`src/rtl/timer_pkg.sv`:
```
// Shared types, constants and helpers for the BCD second timer.
package timer_pkg;

  typedef enum logic [1:0] {
    StIdle   = 2'd0,
    StRun    = 2'd1,
    StPaused = 2'd2,
    StDone   = 2'd3
  } timer_state_e;

  localparam logic [3:0] BCD_MAX        = 4'd9;
  localparam logic [3:0] TERM_UP_TENS   = 4'd9;
  localparam logic [3:0] TERM_UP_ONES   = 4'd9;
  localparam logic [3:0] TERM_DOWN_TENS = 4'd0;
  localparam logic [3:0] TERM_DOWN_ONES = 4'd0;

  function automatic logic [3:0] clamp_digit(input logic [3:0] d);
    return (d > BCD_MAX) ? BCD_MAX : d;
  endfunction

  function automatic logic is_terminal(input logic [3:0] tens, input logic [3:0] ones,
                                       input logic up);
    if (up) return (tens == TERM_UP_TENS) && (ones == TERM_UP_ONES);
    else    return (tens == TERM_DOWN_TENS) && (ones == TERM_DOWN_ONES);
  endfunction

  // tens*10 + ones as tens*8 + tens*2 + ones
  function automatic logic [6:0] bcd_to_bin(input logic [3:0] tens, input logic [3:0] ones);
    logic [6:0] t7;
    t7 = {3'b000, tens};
    return (t7 << 3) + (t7 << 1) + {3'b000, ones};
  endfunction

endpackage

```
`src/rtl/rise_edge_detect.sv`:
```
// Single-cycle pulse on each rising edge of a slow level input sampled in the clk_in domain.
module rise_edge_detect (
  input  logic clk_in,
  input  logic rst,
  input  logic sig_in,
  output logic pulse_out
);

  logic prev;

  always_ff @(posedge clk_in or posedge rst) begin
    if (rst) prev <= 1'b0;
    else     prev <= sig_in;
  end

  assign pulse_out = sig_in & ~prev;

endmodule

```
`src/rtl/bcd_second_timer.sv`:
```
// Two-digit BCD up/down seconds counter stepped by rising edges of the divider output.
module bcd_second_timer
  import timer_pkg::*;
#(
  parameter bit          AUTO_RELOAD = 1'b0,
  parameter int unsigned BIN_W       = 7
) (
  input  logic             clk_in,
  input  logic             rst,
  input  logic             divided_clk,
  input  logic             load,
  input  logic [3:0]       preset_tens,
  input  logic [3:0]       preset_ones,
  input  logic             up_down,
  input  logic             start,
  input  logic             pause,
  output logic [3:0]       tens_out,
  output logic [3:0]       ones_out,
  output logic [BIN_W-1:0] bin_out,
  output logic             running,
  output logic             done
);

  timer_state_e     state_q, state_d;
  logic [3:0]       tens_q, tens_d, ones_q, ones_d;
  logic [3:0]       pre_tens_q, pre_tens_d, pre_ones_q, pre_ones_d;
  logic             dir_q, dir_d;
  logic             done_q, done_d;
  logic [BIN_W-1:0] bin_q, bin_d;
  logic             tick;

  rise_edge_detect u_edge (
    .clk_in    (clk_in),
    .rst       (rst),
    .sig_in    (divided_clk),
    .pulse_out (tick)
  );

  always_comb begin
    state_d    = state_q;
    tens_d     = tens_q;
    ones_d     = ones_q;
    pre_tens_d = pre_tens_q;
    pre_ones_d = pre_ones_q;
    dir_d      = dir_q;
    done_d     = 1'b0;

    if (load) begin
      state_d    = StIdle;
      tens_d     = clamp_digit(preset_tens);
      ones_d     = clamp_digit(preset_ones);
      pre_tens_d = clamp_digit(preset_tens);
      pre_ones_d = clamp_digit(preset_ones);
    end else if (pause) begin
      if (state_q == StRun) state_d = StPaused;
    end else if (start) begin
      unique case (state_q)
        StIdle: begin
          dir_d = up_down;
          if (is_terminal(tens_q, ones_q, up_down)) begin
            state_d = StDone;
            done_d  = 1'b1;
          end else begin
            state_d = StRun;
          end
        end
        StPaused: begin
          dir_d   = up_down;
          state_d = StRun;
        end
        default: ;
      endcase
    end else if (tick && (state_q == StRun)) begin
      // With auto-reload, a tick while sitting on the terminal restarts from the preset
      if (AUTO_RELOAD && is_terminal(tens_q, ones_q, dir_q)) begin
        tens_d = pre_tens_q;
        ones_d = pre_ones_q;
      end else begin
        if (dir_q) begin
          if (ones_q != BCD_MAX) begin
            ones_d = ones_q + 4'd1;
          end else begin
            ones_d = 4'd0;
            tens_d = tens_q + 4'd1;
          end
        end else begin
          if (ones_q != 4'd0) begin
            ones_d = ones_q - 4'd1;
          end else begin
            ones_d = BCD_MAX;
            tens_d = tens_q - 4'd1;
          end
        end
        if (is_terminal(tens_d, ones_d, dir_q)) begin
          done_d = 1'b1;
          if (!AUTO_RELOAD) state_d = StDone;
        end
      end
    end

    bin_d = BIN_W'(bcd_to_bin(tens_d, ones_d));
  end

  always_ff @(posedge clk_in or posedge rst) begin
    if (rst) begin
      state_q    <= StIdle;
      tens_q     <= 4'd0;
      ones_q     <= 4'd0;
      pre_tens_q <= 4'd0;
      pre_ones_q <= 4'd0;
      dir_q      <= 1'b0;
      done_q     <= 1'b0;
      bin_q      <= '0;
    end else begin
      state_q    <= state_d;
      tens_q     <= tens_d;
      ones_q     <= ones_d;
      pre_tens_q <= pre_tens_d;
      pre_ones_q <= pre_ones_d;
      dir_q      <= dir_d;
      done_q     <= done_d;
      bin_q      <= bin_d;
    end
  end

  assign tens_out = tens_q;
  assign ones_out = ones_q;
  assign bin_out  = bin_q;
  assign running  = (state_q == StRun);
  assign done     = done_q;

endmodule

```
`config.mk`:
```
export PLATFORM = sky130hd
export DESIGN_NAME = bcd_second_timer
export DESIGN_NICKNAME = d
export VERILOG_FILES = /design/src/rtl/timer_pkg.sv /design/src/rtl/rise_edge_detect.sv /design/src/rtl/bcd_second_timer.sv
export SDC_FILE = /design/constraint.sdc
export NUM_CORES = 1
export LEC_CHECK = 0
export CAP_MARGIN = 30
export CELL_PAD_IN_SITES_DETAIL_PLACEMENT = 1
export CELL_PAD_IN_SITES_GLOBAL_PLACEMENT = 1
export CORE_AREA = 4 4 90 50
export DETAILED_ROUTE_END_ITERATION = 6
export DIE_AREA = 0 0 94 54
export PLACE_DENSITY = 0.85
export SYNTH_ARGS = -nofsm -noshare
export SYNTH_HDL_FRONTEND = slang
export SYNTH_SLANG_ARGS = --single-unit
```
`constraint.sdc`:
```
create_clock -name clk_in -period 6.9 [get_ports clk_in]
set_input_delay 1.38 -clock clk_in [delete_from_list [all_inputs] [get_ports clk_in]]
set_output_delay 1.38 -clock clk_in [all_outputs]
set_load 0.02 [all_outputs]
```
==> results of run 1 <==
==> registers in the layout (all words and copies together) (netlist names), named ones only <==
name and count:
dir_q 1, done 1, ones_out 3, u_edge.prev 1, tens_out 4, bin_out 6, state_q 2
==> per-stage QoR <==
stage	utilization	hold slack [ps]
2_1_floorplan	-	538
3_3_place_gp	0.488	569
3_5_place_dp	0.488	584
4_1_cts	0.500	604
5_1_grt	0.500	659
6_report	0.500	599
==> Yosys cell counts, types with 2 or more instances <==
cell type | number | area, µm²
or4b_1 | 4 | 40.0
buf_2 | 3 | 15.0
o21ai_0 | 9 | 45.0
ha_1 | 14 | 175
clkbuf_1 | 4 | 15.0
nand4_1 | 2 | 12.5
nor2_1 | 13 | 48.8
mux2i_1 | 4 | 40.0
nand3_1 | 3 | 15.0
inv_1 | 14 | 52.6
a211oi_1 | 2 | 15.0
a21o_1 | 2 | 15.0
xor2_1 | 2 | 17.5
a21oi_1 | 7 | 35.0
or4_1 | 2 | 15.0
o211ai_1 | 2 | 15.0
nor2b_1 | 2 | 12.5
nand2b_1 | 2 | 12.5
a22oi_1 | 2 | 15.0
o22ai_1 | 2 | 12.5
nand2_1 | 5 | 18.8
xnor2_1 | 6 | 52.6
nor3_1 | 7 | 35.0
dfrtp_1 | 19 | 475
fa_1 | 2 | 40.0
nor4_1 | 2 | 12.5
==> cell type report <==
type                       count  area, µm²  share of cell area
tap                           54       67.6              0.0363
clock inverter                 1       5.00             0.00269
timing repair buffer          31        310               0.167
inverter                      14       52.6              0.0282
clock buffer                   3       41.3              0.0222
sequential                    19        475               0.255
multi-input combinational    120        910               0.489
==> worst max-delay path: cells and delay by family <==
| kind | cells | cell delay (ps) |
|---|---|---|
| fa+ha+maj | 2 | 1010 |
| buf+inv | 3 | 680 |
| compound gates | 3 | 790 |
| simple gates | 3 | 950 |
| xor+xnor | 2 | 220 |
==> worst max-delay path by stage <==
stage | to | from | slack [ps] | cells after the start
final | bin_out[6] | divided_clk | 2030 | 13
after floorplan | bin_out[6] | divided_clk | 2780 | 13
after detailed placement | bin_out[6] | divided_clk | 1860 | 13
after CTS | bin_out[6] | divided_clk | 1980 | 13
after global routing | bin_out[6] | divided_clk | 1640 | 13
after global placement | bin_out[6] | divided_clk | 2050 | 13
==> routing by layer <==
layer | up-vias | routed length, µm | global-route usage
met1 | 670 | 2010 | 0.235
met3 | 6 | 182 | 0.0545
met5 | - | 0 | 0
met4 | 0 | 45 | 0.0288
li1 | 643 | - | -
met2 | 29 | 2070 | 0.315
==> cells in the final DEF (no fill, tap or decap), drive strengths merged, types with 3 or more instances in the layout <==
master / count
a21oi: 8
xnor2: 6
o21ai: 10
nor2: 13
nand2: 5
a211oi: 3
mux2i: 4
ha: 14
dfrtp: 19
or4b: 4
nand3: 3
inv: 14
clkbuf: 3
clkdlybuf4s50: 31
nor3: 7
==> power groups by stage <==
stage	registers [mW]	logic [mW]	clock network (mW)
finish	0.148	0.141	0.0799
global route	0.152	0.154	0.0880
CTS	0.149	0.142	0.0825
detailed placement	0.150	0.140	0
global placement	0.149	0.133	0
floorplan	0.157	0.0712	0
==> cell families after synthesis <==
logic type                 share of synthesized area
muxes                                         0.0424
AOI/OAI and AO/OA                              0.184
DFF                                            0.322
and+or+nand+nor                                0.197
adders and majority gates                      0.146
xor gates and xnor gates                      0.0475
buffers and inverters                         0.0611
==> impl_metrics.env, run 1 <==
export IMPL_clock_latency_ps=260
export IMPL_cts_hold_buf=0
export IMPL_avgSynthCellArea_um2=9.16
export IMPL_ys_async_sr_fraction=1.00
export IMPL_port_buffers=31
export IMPL_start_util=0.396
export IMPL_preCtsSetupSlack_ps=1860
export IMPL_ys_ff_latch=19
export IMPL_ios=32
export IMPL_nFillCells=453
export IMPL_grt_max_degree=21
export IMPL_cts_buffer_depth=2
export IMPL_required_ps=7080
export IMPL_fin_crit_ps=4870
export IMPL_fp_dieH_um=54
export IMPL_ff2ff_setup_slack_ps=2830
export IMPL_ys_types=51
export IMPL_worstPathCellList="clkdlybuf4s50_1, nand4bb_1, or3_1, nor2_1, xnor2_1, o21ai_0, inv_1, fa_1, inv_1, fa_1, a21o_1, a21oi_1, xnor2_1"
export IMPL_hold_class="flop to flop"
export IMPL_period_share=0.705
export IMPL_holdPathEnd="state_q[0]"
export IMPL_startpoint_type="input pin"
export IMPL_seq_power_share=0.402
export IMPL_h_tree_depth=1
export IMPL_fmax_mhz=206
export IMPL_cts_resized=0
export IMPL_finalSetupTns_ps=0
export IMPL_netlist_area_mm2=0.00148
export IMPL_rsz0062_at_grt="no"
export IMPL_maxSlewHeadroom=0.500
export IMPL_die_area_mm2=0.00508
export IMPL_drc=0
export IMPL_p_sw_mw=0.137
export IMPL_endpoint_kind="flop"
export IMPL_setup_slack_ps=2030
export IMPL_power_density_mw_per_mm2=199
export IMPL_drive_gt1_frac=0.0426
export IMPL_cts_reportedPaths_clkPinSlew_ps=80
export IMPL_synthCells=161
export IMPL_final_setup_viol_count=0
export IMPL_synthFlopType="dfrtp_1"
export IMPL_min_from="state_q[1]"
export IMPL_grt_pass1_vias=1426
export IMPL_ant_nets=0
export IMPL_wire_per_inst_um=17.8
export IMPL_r2r_end="bin_out[6]"
export IMPL_overflow=0
export IMPL_grt_pass1_wl_mm=7.11
export IMPL_p_leak_nw=0.785
export IMPL_nets=220
export IMPL_synth_edf_count=0
export IMPL_tightest_slew_ps=750
export IMPL_swShare=0.371
export IMPL_setup_worst_path_class="input pin to flop"
export IMPL_hpwlAfterDp_mm=3.34
export IMPL_syn_num_nets=192
export IMPL_cap_violations=0
export IMPL_crit_path_max_incr_delay_ps=540
export IMPL_intPower_mw=0.233
export IMPL_core_mm2=0.00372
export IMPL_place_inst=238
export IMPL_post_cts_buffers=0
export IMPL_yosysWarnings=0
export IMPL_cts_inserted_buffers=3
export IMPL_drtPass1Iterations=4
export IMPL_clock_power_share=0.216
export IMPL_cts_sinks=19
export IMPL_syn_to_final_growth_pct=26.2
export IMPL_r2r_cells=14
export IMPL_crit_slowest_cell="or3_1"
export IMPL_cts_root_buf="clkbuf_8"
export IMPL_gp_congestion=0.889
export IMPL_final_cell_area_mm2=0.00186
export IMPL_ir_worst_vdd_uv=117
export IMPL_slew_viol_final=0
export IMPL_diodes=0
export IMPL_drt_vias_per_instance=5.57
export IMPL_final_hold_viol_count=0
export IMPL_gr_usage_all_layers=0.183
export IMPL_power_mw=0.370
export IMPL_drt_initial_drc_count=65
export IMPL_cts_tree="yes"
export IMPL_outcome="finished, final reports clean"
export IMPL_synth_sequential_area_ratio=0.322
export IMPL_die_w_um=94
export IMPL_cp_arrival_ps=5040
export IMPL_placedInstanceArea_mm2=0.00182
export IMPL_finalWirelength_mm=4.30
export IMPL_path_max_fanout=10
export IMPL_final_cells=242
export IMPL_grt_antenna_before_repair=0
export IMPL_clock_skew_ps=4.53
export IMPL_num_rows=16
export IMPL_min_path_cells=2
export IMPL_p_comb_frac=0.382
export IMPL_vias=1348
(Power assumes the default switching activity.)
==> run 2: changes to the inputs <==
CORE_AREA = 4 4 94 52   (was 4 4 90 50)
DIE_AREA = 0 0 98 56   (was 0 0 94 54)
PLACE_DENSITY = 0.79   (was 0.85)
clock period = 5 ns   (was 6.9 ns; I/O delays follow)
==> run 2 against run 1 <==
Against the previous run:
- hold slack better by 7.6 ps
- critical path type unchanged
- first-iteration DRC count down 23%
- final cell count up 1.7%
- register-to-register slack worse by 1800 ps
- combinational power up 37%
- via count down 0.15%
- wire length down 2.1%
- total power up 37%
- critical path depth unchanged
- core utilization down 4.8 points
- non-clock buffer count up 1
- clock-buffer cell count unchanged
==> impl_metrics.env, run 2 (synthesis results as in run 1) <==
export IMPL_drt_vias_per_instance=5.47
export IMPL_drc=0
export IMPL_endpoint_kind="flop"
export IMPL_nets=221
export IMPL_cp_arrival_ps=4600
export IMPL_final_setup_viol_count=0
export IMPL_startpoint_type="input pin"
export IMPL_hold_class="flop to flop"
export IMPL_maxSlewHeadroom=0.500
export IMPL_fp_dieH_um=56
export IMPL_hpwlAfterDp_mm=3.31
export IMPL_placedInstanceArea_mm2=0.00183
export IMPL_slew_viol_final=0
export IMPL_cts_sinks=19
export IMPL_cts_reportedPaths_clkPinSlew_ps=70
export IMPL_setup_worst_path_class="input pin to flop"
export IMPL_diodes=0
export IMPL_layout_common_cells="clkdlybuf4s50_1 (31), dfrtp_1 (19), inv_1 (14), ha_1 (14), nor2_1 (13)"
export IMPL_grt_pass1_vias=1467
export IMPL_overflow=0
export IMPL_p_leak_nw=0.790
export IMPL_num_rows=17
export IMPL_drive_gt1_frac=0.0476
export IMPL_cts_hold_buf=0
export IMPL_power_mw=0.505
export IMPL_wire_per_inst_um=17.1
export IMPL_die_w_um=98
export IMPL_cap_violations=0
export IMPL_grt_max_degree=21
export IMPL_gr_usage_all_layers=0.162
export IMPL_cts_tree="yes"
export IMPL_cts_inserted_buffers=3
export IMPL_drt_initial_drc_count=50
export IMPL_grt_antenna_before_repair=0
export IMPL_largest_register_ffs=6
export IMPL_min_path_cells=2
export IMPL_tightest_slew_ps=748
export IMPL_drtPass1Iterations=4
export IMPL_vias=1346
export IMPL_gp_congestion=0.872
export IMPL_period_share=0.883
export IMPL_cts_resized=0
export IMPL_die_area_mm2=0.00549
export IMPL_required_ps=5180
export IMPL_h_tree_depth=1
export IMPL_ff2ff_setup_slack_ps=1060
export IMPL_finalWirelength_mm=4.21
export IMPL_layout_commonest_cell="clkdlybuf4s50_1"
export IMPL_rsz0062_at_grt="no"
export IMPL_clock_latency_ps=260
export IMPL_ios=32
export IMPL_path_max_fanout=10
export IMPL_start_util=0.356
export IMPL_grt_pass1_wl_mm=7.28
export IMPL_ant_nets=0
export IMPL_fmax_mhz=226
export IMPL_nFillCells=498
export IMPL_finalSetupTns_ps=0
export IMPL_fin_crit_ps=4420
export IMPL_ir_worst_vdd_uv=175
export IMPL_cts_root_buf="clkbuf_8"
export IMPL_preCtsSetupSlack_ps=354
export IMPL_final_cell_area_mm2=0.00187
export IMPL_final_hold_viol_count=0
export IMPL_power_density_mw_per_mm2=269
export IMPL_setup_slack_ps=583
export IMPL_cts_buffer_depth=2
export IMPL_port_buffers=31
export IMPL_post_cts_buffers=0
export IMPL_outcome="finished, final reports clean"
export IMPL_core_mm2=0.00415
export IMPL_clock_skew_ps=2.89
export IMPL_syn_to_final_growth_pct=27.0
export IMPL_r2r_cells=14
==> run 2: changes by cell type in the layout (fill, tap and decap cells not counted) <==
cell,before,now
buf_4,0,1
==> run 2: layout make-up <==
| class | instances | area (µm²) | area share |
|---|---|---|---|
| well taps | 57 | 71.3 | 0.0381 |
| multi-input cells | 120 | 910 | 0.486 |
| inverters | 14 | 52.6 | 0.0281 |
| repair buffers | 32 | 318 | 0.170 |
| clock buffers | 3 | 41.3 | 0.0220 |
| flip-flops and latches | 19 | 475 | 0.254 |
| clock inverters | 1 | 5.00 | 0.00267 |
==> run 2: per-layer routing <==
metal | global-route usage | vias to the layer above | routed length [µm]
met5 | 0 | - | 0
met4 | 0.0118 | 0 | 12
met3 | 0.0526 | 2 | 229
met2 | 0.273 | 27 | 1930
met1 | 0.213 | 668 | 2040
li1 | - | 649 | -
==> run 2: path summary, 6_finish.rpt <==
check	startpoint	end
hold reg to reg	state_q[1]	state_q[0]
hold / removal	state_q[1]	state_q[0]
setup reg to reg	flop	bin_out[6]
max in group asynchronous	rst	tens_out[2]
min in group asynchronous	rst	tens_out[0]
setup / recovery	divided_clk	bin_out[6]
==> run 2: worst max-delay path, cell delays in order <==
cell and delay, ps:
clkdlybuf4s50_1 480, nand4bb_1 220, or3_1 540, nor2_1 180, xnor2_1 70, o21ai_0 360
inv_1 140, fa_1 540, inv_1 80, fa_1 470, a21o_1 210, a21oi_1 170
xnor2_1 140
==> run 2: per-stage QoR <==
step                       util  hold slack [ps]  cells
after floorplan               -              538    161
after global placement    0.440              570    242
after detailed placement  0.440              594    242
after CTS                 0.452              611    246
after global routing      0.452              650    246
final                     0.452              607    246
==> run 2: report_power, final <==
part | internal (mW) | total (mW) | switching, mW
clock network | 0.0554 | 0.107 | 0.0514
registers | 0.175 | 0.204 | 0.0292
logic | 0.0900 | 0.193 | 0.103
total | 0.321 | 0.505 | 0.184
